===== config.mk =====
export PLATFORM = sky130hd
export DESIGN_NAME = mem_axi_wr_2x1_arb
export DESIGN_NICKNAME = d
export VERILOG_FILES = /design/src/rtl/mem_axi_wr_2x1_arb_pkg.sv /design/src/rtl/mem_axi_wr_2x1_arb_rr_arb2.sv /design/src/rtl/mem_axi_wr_2x1_arb.sv
export SDC_FILE = /design/constraint.sdc
export NUM_CORES = 1
export LEC_CHECK = 0
export ABC_CLOCK_PERIOD_IN_PS = 1500
export BUFFER_PORTS_ARGS = -buffer_cell sky130_fd_sc_hd__buf_2
export CAP_MARGIN = 25
export CORE_AREA = 2 2 112 114
export CTS_CLUSTER_SIZE = 25
export DETAILED_ROUTE_END_ITERATION = 10
export DIE_AREA = 0 0 114 116
export GPL_ROUTABILITY_DRIVEN = 0
export PLACE_DENSITY = 0.76
export SLEW_MARGIN = 20
export SYNTH_ARGS = -nofsm -noshare
export SYNTH_HDL_FRONTEND = slang
export SYNTH_HIERARCHICAL = 1
export SYNTH_SLANG_ARGS = --single-unit

===== constraint.sdc =====
create_clock -name clk -period 1.5 [get_ports clk]
set_input_delay 0.15 -clock clk [delete_from_list [all_inputs] [get_ports clk]]
set_output_delay 0.15 -clock clk [all_outputs]
set_load 0.1 [all_outputs]

===== src/rtl/mem_axi_wr_2x1_arb_pkg.sv =====
// Shared definitions for the two-master AXI write arbiter.
// Holds the FSM state encoding, the AXI IDs stamped on each master's
// transactions, and the constant values driven on the unused AW attributes.
package mem_axi_wr_2x1_arb_pkg;

  typedef enum logic [1:0] {
    StIdle,
    StAw,
    StW,
    StB
  } state_e;

  // AXI ID identifying the originating master on the memory port.
  localparam int unsigned M0_ID = 0;  // dcache writeback
  localparam int unsigned M1_ID = 1;  // uncached store

  // Normal access, non-cacheable, unprivileged secure data.
  localparam logic       AXI_LOCK  = 1'b0;
  localparam logic [3:0] AXI_CACHE = 4'b0000;
  localparam logic [2:0] AXI_PROT  = 3'b000;

endpackage


===== src/rtl/mem_axi_wr_2x1_arb_rr_arb2.sv =====
// Two-way round-robin grant.
// Ports:
//   req[1:0]    request per master
//   last_grant  master that completed most recently (0 or 1)
//   grant[1:0]  one-hot grant; zero when nobody requests
module rr_arb2 (
  input  logic [1:0] req,
  input  logic       last_grant,
  output logic [1:0] grant
);

  always_comb begin
    grant = 2'b00;
    case (req)
      2'b01:   grant = 2'b01;
      2'b10:   grant = 2'b10;
      // On a tie, favour the master that did not complete last.
      2'b11:   grant = last_grant ? 2'b01 : 2'b10;
      default: grant = 2'b00;
    endcase
  end

endmodule


===== src/rtl/mem_axi_wr_2x1_arb.sv =====
// Arbitrates two AXI write masters onto one memory write port, one transaction
// at a time. The memory-side WLAST is generated from a beat counter against the
// accepted AWLEN; a disagreeing master WLAST raises the sticky wlast_err flag.
// Ports:
//   clk, resetn            clock, synchronous active-low reset
//   m0_* / m1_*            AW/W/B of master 0 (dcache wb) and master 1 (uncached)
//   s_axi_*                AW/W/B toward memory (awid = originating master)
//   wlast_err              sticky master-WLAST mismatch flag
module mem_axi_wr_2x1_arb
  import mem_axi_wr_2x1_arb_pkg::*;
#(
  parameter int unsigned ADDR_WIDTH = 32,
  parameter int unsigned DATA_WIDTH = 32,
  parameter int unsigned STRB_WIDTH = DATA_WIDTH / 8,
  parameter int unsigned ID_WIDTH   = 4
) (
  input  logic                  clk,
  input  logic                  resetn,
  input  logic [ADDR_WIDTH-1:0] m0_awaddr,
  input  logic [7:0]            m0_awlen,
  input  logic [2:0]            m0_awsize,
  input  logic [1:0]            m0_awburst,
  input  logic                  m0_awvalid,
  output logic                  m0_awready,
  input  logic [DATA_WIDTH-1:0] m0_wdata,
  input  logic [STRB_WIDTH-1:0] m0_wstrb,
  input  logic                  m0_wlast,
  input  logic                  m0_wvalid,
  output logic                  m0_wready,
  output logic                  m0_bvalid,
  output logic [1:0]            m0_bresp,
  input  logic                  m0_bready,
  input  logic [ADDR_WIDTH-1:0] m1_awaddr,
  input  logic [7:0]            m1_awlen,
  input  logic [2:0]            m1_awsize,
  input  logic [1:0]            m1_awburst,
  input  logic                  m1_awvalid,
  output logic                  m1_awready,
  input  logic [DATA_WIDTH-1:0] m1_wdata,
  input  logic [STRB_WIDTH-1:0] m1_wstrb,
  input  logic                  m1_wlast,
  input  logic                  m1_wvalid,
  output logic                  m1_wready,
  output logic                  m1_bvalid,
  output logic [1:0]            m1_bresp,
  input  logic                  m1_bready,
  output logic [ID_WIDTH-1:0]   s_axi_awid,
  output logic [ADDR_WIDTH-1:0] s_axi_awaddr,
  output logic [7:0]            s_axi_awlen,
  output logic [2:0]            s_axi_awsize,
  output logic [1:0]            s_axi_awburst,
  output logic                  s_axi_awvalid,
  input  logic                  s_axi_awready,
  output logic                  s_axi_awlock,
  output logic [3:0]            s_axi_awcache,
  output logic [2:0]            s_axi_awprot,
  output logic [DATA_WIDTH-1:0] s_axi_wdata,
  output logic [STRB_WIDTH-1:0] s_axi_wstrb,
  output logic                  s_axi_wlast,
  output logic                  s_axi_wvalid,
  input  logic                  s_axi_wready,
  input  logic [ID_WIDTH-1:0]   s_axi_bid,
  input  logic [1:0]            s_axi_bresp,
  input  logic                  s_axi_bvalid,
  output logic                  s_axi_bready,
  output logic                  wlast_err
);

  state_e                state_q, state_d;
  logic                  sel_q, sel_d;    // granted master
  logic                  last_q, last_d;  // master that completed last
  logic [7:0]            cnt_q, cnt_d;
  logic                  err_q, err_d;
  logic [ID_WIDTH-1:0]   awid_q, awid_d;
  logic [ADDR_WIDTH-1:0] awaddr_q, awaddr_d;
  logic [7:0]            awlen_q, awlen_d;
  logic [2:0]            awsize_q, awsize_d;
  logic [1:0]            awburst_q, awburst_d;

  logic [1:0] grant;
  logic       in_idle, in_w, in_b;
  logic       mst_wvalid, mst_wlast;

  // Response ID is not checked: only one transaction is ever outstanding.
  logic unused_bid;
  assign unused_bid = ^s_axi_bid;

  rr_arb2 u_rr_arb2 (
    .req        ({m1_awvalid, m0_awvalid}),
    .last_grant (last_q),
    .grant      (grant)
  );

  assign s_axi_awid    = awid_q;
  assign s_axi_awaddr  = awaddr_q;
  assign s_axi_awlen   = awlen_q;
  assign s_axi_awsize  = awsize_q;
  assign s_axi_awburst = awburst_q;
  assign s_axi_awlock  = AXI_LOCK;
  assign s_axi_awcache = AXI_CACHE;
  assign s_axi_awprot  = AXI_PROT;
  assign wlast_err     = err_q;

  always_comb begin
    // Every handshake output is gated by resetn so nothing fires during reset.
    in_idle = resetn && (state_q == StIdle);
    in_w    = resetn && (state_q == StW);
    in_b    = resetn && (state_q == StB);

    mst_wvalid   = sel_q ? m1_wvalid : m0_wvalid;
    mst_wlast    = sel_q ? m1_wlast : m0_wlast;
    s_axi_wdata  = sel_q ? m1_wdata : m0_wdata;
    s_axi_wstrb  = sel_q ? m1_wstrb : m0_wstrb;
    s_axi_wlast  = (cnt_q == awlen_q);
    s_axi_wvalid = in_w && mst_wvalid;
    m0_wready    = in_w && !sel_q && s_axi_wready;
    m1_wready    = in_w && sel_q && s_axi_wready;

    m0_awready    = in_idle && grant[0];
    m1_awready    = in_idle && grant[1];
    s_axi_awvalid = resetn && (state_q == StAw);

    m0_bvalid    = in_b && !sel_q && s_axi_bvalid;
    m1_bvalid    = in_b && sel_q && s_axi_bvalid;
    m0_bresp     = (in_b && !sel_q) ? s_axi_bresp : 2'b00;
    m1_bresp     = (in_b && sel_q) ? s_axi_bresp : 2'b00;
    s_axi_bready = in_b && (sel_q ? m1_bready : m0_bready);

    state_d   = state_q;
    sel_d     = sel_q;
    last_d    = last_q;
    cnt_d     = cnt_q;
    err_d     = err_q;
    awid_d    = awid_q;
    awaddr_d  = awaddr_q;
    awlen_d   = awlen_q;
    awsize_d  = awsize_q;
    awburst_d = awburst_q;

    case (state_q)
      StIdle: begin
        if (|grant) begin
          sel_d     = grant[1];
          awid_d    = grant[1] ? ID_WIDTH'(M1_ID) : ID_WIDTH'(M0_ID);
          awaddr_d  = grant[1] ? m1_awaddr : m0_awaddr;
          awlen_d   = grant[1] ? m1_awlen : m0_awlen;
          awsize_d  = grant[1] ? m1_awsize : m0_awsize;
          awburst_d = grant[1] ? m1_awburst : m0_awburst;
          state_d   = StAw;
        end
      end
      StAw: begin
        if (s_axi_awready) begin
          cnt_d   = 8'd0;
          state_d = StW;
        end
      end
      StW: begin
        if (s_axi_wvalid && s_axi_wready) begin
          if (mst_wlast != s_axi_wlast) err_d = 1'b1;
          // Counter stops on the final beat, so awlen 255 never wraps early.
          if (s_axi_wlast) state_d = StB;
          else             cnt_d   = cnt_q + 8'd1;
        end
      end
      StB: begin
        if (s_axi_bvalid && s_axi_bready) begin
          last_d  = sel_q;
          state_d = StIdle;
        end
      end
      default: state_d = StIdle;
    endcase
  end

  always_ff @(posedge clk) begin
    if (!resetn) begin
      state_q   <= StIdle;
      sel_q     <= 1'b0;
      last_q    <= 1'b1;  // m0 wins the first tie
      cnt_q     <= 8'd0;
      err_q     <= 1'b0;
      awid_q    <= '0;
      awaddr_q  <= '0;
      awlen_q   <= 8'd0;
      awsize_q  <= 3'd0;
      awburst_q <= 2'd0;
    end else begin
      state_q   <= state_d;
      sel_q     <= sel_d;
      last_q    <= last_d;
      cnt_q     <= cnt_d;
      err_q     <= err_d;
      awid_q    <= awid_d;
      awaddr_q  <= awaddr_d;
      awlen_q   <= awlen_d;
      awsize_q  <= awsize_d;
      awburst_q <= awburst_d;
    end
  end

endmodule


* Yosys cells after proc, flatten, opt, wreduce, memory -nomap -nowiden
Index checks and enable logic that the tools add are counted.
Storage, ports and cells: bits in registers 62, bits of input ports 181, output and inout bits 108, word-level logic and storage cells 76
Operators by class: $add $sub $neg 1, eq/ne operators 14, muxes and demuxes 24, reduce and logical (&&, ||, !) cells 27
Operators by type and width (count):
- two-way mux 32 bit | 2
- two-way mux 8 bit | 4
- logical AND 1 bit | 18
- two-way mux 2 bit | 9
- case mux 8 bit (2 select lines) | 1
- adder 8 x 1 -> 8 bit (second input constant) | 1
- equality test 2 bit (second input constant) | 4
- equality test 8 bit | 1
- case mux 2 bit (4 select lines) | 1
- inequality test 2 x 1 -> 1 bit (second input constant) | 3
- inequality test 2 bit (second input constant) | 3
- case mux 2 bit (3 select lines) | 1
- AND reduction 5 bit | 1
- equality test 2 x 1 -> 1 bit (second input constant) | 2
- two-way mux 1 bit | 4
- two-way mux 4 bit | 1
- AND reduction 2 bit | 2
- AND reduction 4 bit | 1
- two-way mux 3 bit | 1
- AND reduction 3 bit | 1
- zero test 2 bit | 1
- nonzero test 2 bit | 1
- OR reduction 2 bit | 1
- zero test 1 bit | 1
- inequality test 1 bit | 1

* Longest topological paths before layout
depth in word-level cells 6, gate-level depth with buffers 8, mapped depth without buffers 7

* Modules after synthesis
The synthesis kept the hierarchy.
By module, submodules not included:
- mem_axi_wr_2x1_arb | times used 1, cells each 370, area each 3427.0 um2, seq. area each 1161.1 um2
- rr_arb2 | times used 1, cells each 3, area each 18.8 um2, seq. area each 0.0 um2

* Worst setup path before layout
OpenSTA, ideal clock, no wires.
path type register -> register, from register state_q[0], to register err_q (netlist: wlast_err), library setup time 66 ps, data arrival time 2351 ps, data required time 1434 ps, slack -917 ps, stages on the path, launching flop included 6, buffers on the path 0, cells stage by stage dfxtp_1 -> inv_1 -> ha_1 -> nand2_1 -> nor2_1 -> a32o_1
On the way: longest elaborated chain between the ends 5
Ends and longest elaborated chain:
- start, declared | RTL line mem_axi_wr_2x1_arb.sv:69 | state_e state_q, state_d;
- start signal, assigned | RTL line mem_axi_wr_2x1_arb.sv:178 | state_q <= StIdle;
- start signal, assigned | RTL line mem_axi_wr_2x1_arb.sv:189 | state_q <= state_d;
- equality test 2 bit | RTL line mem_axi_wr_2x1_arb.sv:107 | in_w = resetn && (state_q == StW);
- logical AND 1 bit | RTL line mem_axi_wr_2x1_arb.sv:107
- logical AND 1 bit | RTL line mem_axi_wr_2x1_arb.sv:115 | s_axi_wvalid = in_w && mst_wvalid;
- via s_axi_wvalid | RTL line mem_axi_wr_2x1_arb.sv:60 | output logic s_axi_wvalid,
- logical AND 1 bit | RTL line mem_axi_wr_2x1_arb.sv:159 | if (s_axi_wvalid && s_axi_wready) begin
- AND reduction 3 bit (no source line)
- end signal, assigned | RTL line mem_axi_wr_2x1_arb.sv:193 | err_q <= err_d;
- end, declared | RTL line mem_axi_wr_2x1_arb.sv:73 | logic err_q, err_d;
The timed path passes the listed nets, and every way through them passes these cells. A chain may end at the register's enable or synchronous reset.

* Worst setup path after layout
from register awlen_q[4] (netlist: s_axi_awlen[4]), to output port s_axi_wlast
On the way: longest elaborated chain between the ends 1
Ends and longest elaborated chain:
- start, declared | RTL line mem_axi_wr_2x1_arb.sv:76 | logic [7:0] awlen_q, awlen_d;
- start signal, assigned | RTL line mem_axi_wr_2x1_arb.sv:196 | awlen_q <= awlen_d;
- equality test 8 bit | RTL line mem_axi_wr_2x1_arb.sv:114 | s_axi_wlast = (cnt_q == awlen_q);
- end, declared | RTL line mem_axi_wr_2x1_arb.sv:59 | output logic s_axi_wlast,
No other way between the ends.

==> results.cfg <==
[outcome]
outcome = finished, violations left
violations = setup timing

[clocking]
htree_levels = 3
cts_tree = yes
cts_root_buffer = clkbuf_16
numCtsBuffers = 9
clockBufferDepth = 2
cts_num_sinks = 58
insertion_delay_ns = 0.32
cts.clk_slew.worst_paths_ns = 0.05

[worst_setup_path]
required_ns = 1.35
critPathMaxFanout = 2
critPathSlowestCell = dfxtp_4
crit_buf_inv = 2
worst_setup_path_start_kind = register
max_stage_delay_ns = 0.34
worstPathCellList = xnor2_1 -> nand4_1 -> or2_4 -> clkinvlp_4 -> buf_12
r2r_slack_ns = -0.16
cp-end-kind = primary output
cp.arrival_ns = 1.56
worstSetupPathType = register to primary output
crit_family = simple AND/OR/NAND/NOR gates

[global_routing]
grt_pass1_wl_mm = 22.9
grt_max_degree = 27
use_met2_pct = 45.8
grt_pass1_vias = 4222
antenna_found_initial = 0
overflow = 0
met3_usage_pct = 4.65
grt.total_usage_pct = 23.1
grt_most_used_layer = met2
grt_use_met1_pct = 22.7

[logic_synthesis]
ys_seq_area_share_pct = 33.7
syn-cell-area_mm2 = 0.00345
synth.cells.most_frequent = dfxtp_1 (58), nor2_1 (56), mux2i_1 (49), a211oi_1 (44), mux2_2 (38)
synth_cells = 373
ys_ff_latch = 58
synth_edf_count = 0
synth_top_area_share_pct = 33.7
yosys_warnings = 6
ys.flop_type = dfxtp_1
synth.largest_area_cell = dfxtp_1
async_flop_share_pct = 0
synth.most_common_cell = dfxtp_1
synthTopCellsByArea = dfxtp_1 (34%), mux2i_1 (14%), mux2_2 (12%)
ys_types = 41
postSynthAreaPerCell_um2 = 9.24

[timing]
finalSetupViolCount = 92
setup_ws_ns = -0.206
fin_crit_sh_pct = 114
tns_ns = -8.45
slew_violations = 0
tightest_slew_ns = 0.512
rsz0062_at_grt = yes
fin_skew_ns = 0.00535
whs_ns = 0.162
period_needed_ns = 1.71
final-hold-violation-count = 0
fmax_mhz = 586
slew_headroom_pct = 66.1

[drt]
drt-total-wl_mm = 17.3
wire_per_inst_um = 20.1
drt-vias-per-instance = 5.01
drtPass1Iterations = 4
ant_nets = 0
vias = 4307
drt_iter0_drc = 210
drc_errors = 0

[cells_and_area]
n_antenna_cell = 0
final_cells = 860
drive_above_1_share_pct = 76.6
synthToLayoutAreaGrowth_pct = 131
stdcell_area_mm2 = 0.00796
nNetsFinal = 895
fin_util_pct = 66.8

[die]
io_pins = 289
start_util_pct = 28.9
core_area_mm2 = 0.0119
fp-row-count = 40
die_h_um = 116
die_w_um = 114
die-area_mm2 = 0.0132

[power_and_ir_drop]
p_per_area_mw_per_mm2 = 2100
ir_worst_vdd_mv = 1.46
p_leak_nw = 3.60

[place]
portBuffers = 273
placed_area_mm2 = 0.00573
post-dp-hpwl_mm = 10.4
dp.cells = 805

[min_path]
hold_path_class = input port to register

[run]
drv_cap = 0
[worst paths after layout]
check,start,to,cells after the start
worst max-delay path,s_axi_awlen[4]$_SDFFE_PN0P_,s_axi_wlast,5
worst min-delay path,s_axi_wready,wlast_err$_SDFFE_PN0P_,2
worst max register to register,state_q[1]$_SDFFE_PN0P_,cnt_q[7]$_SDFFE_PN0P_,8
worst min register to register,wlast_err$_SDFFE_PN0P_,wlast_err$_SDFFE_PN0P_,1
[routing by layer]
layer | vias to the layer above | share of wire [%]
met3 | 37 | 6.8
met2 | 219 | 54
met1 | 2046 | 35
met5 | - | 0
li1 | 2005 | -
met4 | 0 | 4.4
[worst reg2reg max path: cells and delay by family, from the launching register on]
family / cells / cell delay (ns)
fa+ha+maj: 1 / 0.15
flops: 1 / 0.36
buf+inv: 2 / 0.30
simple gates: 2 / 0.30
compound gates: 2 / 0.16
mux: 1 / 0.31
[cell usage in the layout (no fill, tap or decap), types with 4 or more instances in the layout]
cell,netlist,routed
clkinv_2,0,4
buf_12,0,58
buf_8,0,6
ha_4,0,4
buf_4,13,35
nor2_2,0,6
nor2_1,56,26
conb_1,1,11
xnor2_2,0,4
buf_6,1,12
buf_16,0,14
o2111ai_2,1,4
clkbuf_16,0,14
dfxtp_1,58,44
nand3_1,7,5
buf_2,6,223
a211oi_2,0,41
nand2_1,14,11
mux2_4,0,38
xnor2_1,8,4
mux2i_2,0,10
nor2_4,0,24
mux2i_1,49,38
dfxtp_4,0,12
and3_4,0,4
[cells by family after synthesis]
| kind of cell | after synthesis | synth area share (%) |
|---|---|---|
| compound gates | 70 | 15.7 |
| flops | 58 | 33.7 |
| simple gates | 94 | 12.3 |
| buf+inv | 48 | 7.08 |
| mux | 87 | 26.7 |
| xor+xnor | 9 | 2.29 |
| other cells | 1 | 0.109 |
| fa+ha+maj | 6 | 2.18 |
[registers in the layout (all words and copies together) (netlist names)]
| signal | flops |
|---|---|
| s_axi_awaddr | 32 |
| wlast_err | 1 |
| s_axi_awburst | 2 |
| s_axi_awlen | 8 |
| s_axi_awsize | 3 |
| cnt_q | 8 |
| state_q | 2 |
| last_q | 1 |
| sel_q | 1 |
[per-stage QoR]
step	worst slack [ns]	power, W
2_1_floorplan	-0.136	0.00899
3_3_place_gp	-0.185	0.0108
3_5_place_dp	-0.214	0.0109
4_1_cts	-0.195	0.0158
5_1_grt	-0.273	0.0173
6_report	-0.206	0.0167
[area by class of cell]
cell class	count	area (um^2)
clock buffer	10	229
clock inverter	6	58.8
fill	870	3950
inverter	8	41.3
multi-input combinational	278	2960
sequential	58	1210
tap	147	184
timing repair buffer	353	3280
[where the power goes]
group	internal [W]	total [W]	switching, W
registers	0.00207	0.00244	0.000368
clock network	0.00127	0.00198	0.000710
logic	0.00452	0.0123	0.00780
[repair_timing]
item / in CTS / in global routing
buffers inserted: 17 / 6
hold buffers: 0 / 0
resized for setup: 208 / 120
endpoints found under the setup margin: 106 / 107
gates cloned: 15 / 5
pin swaps: 31 / 36
No activity file was read; power rests on OpenSTA's default activity.
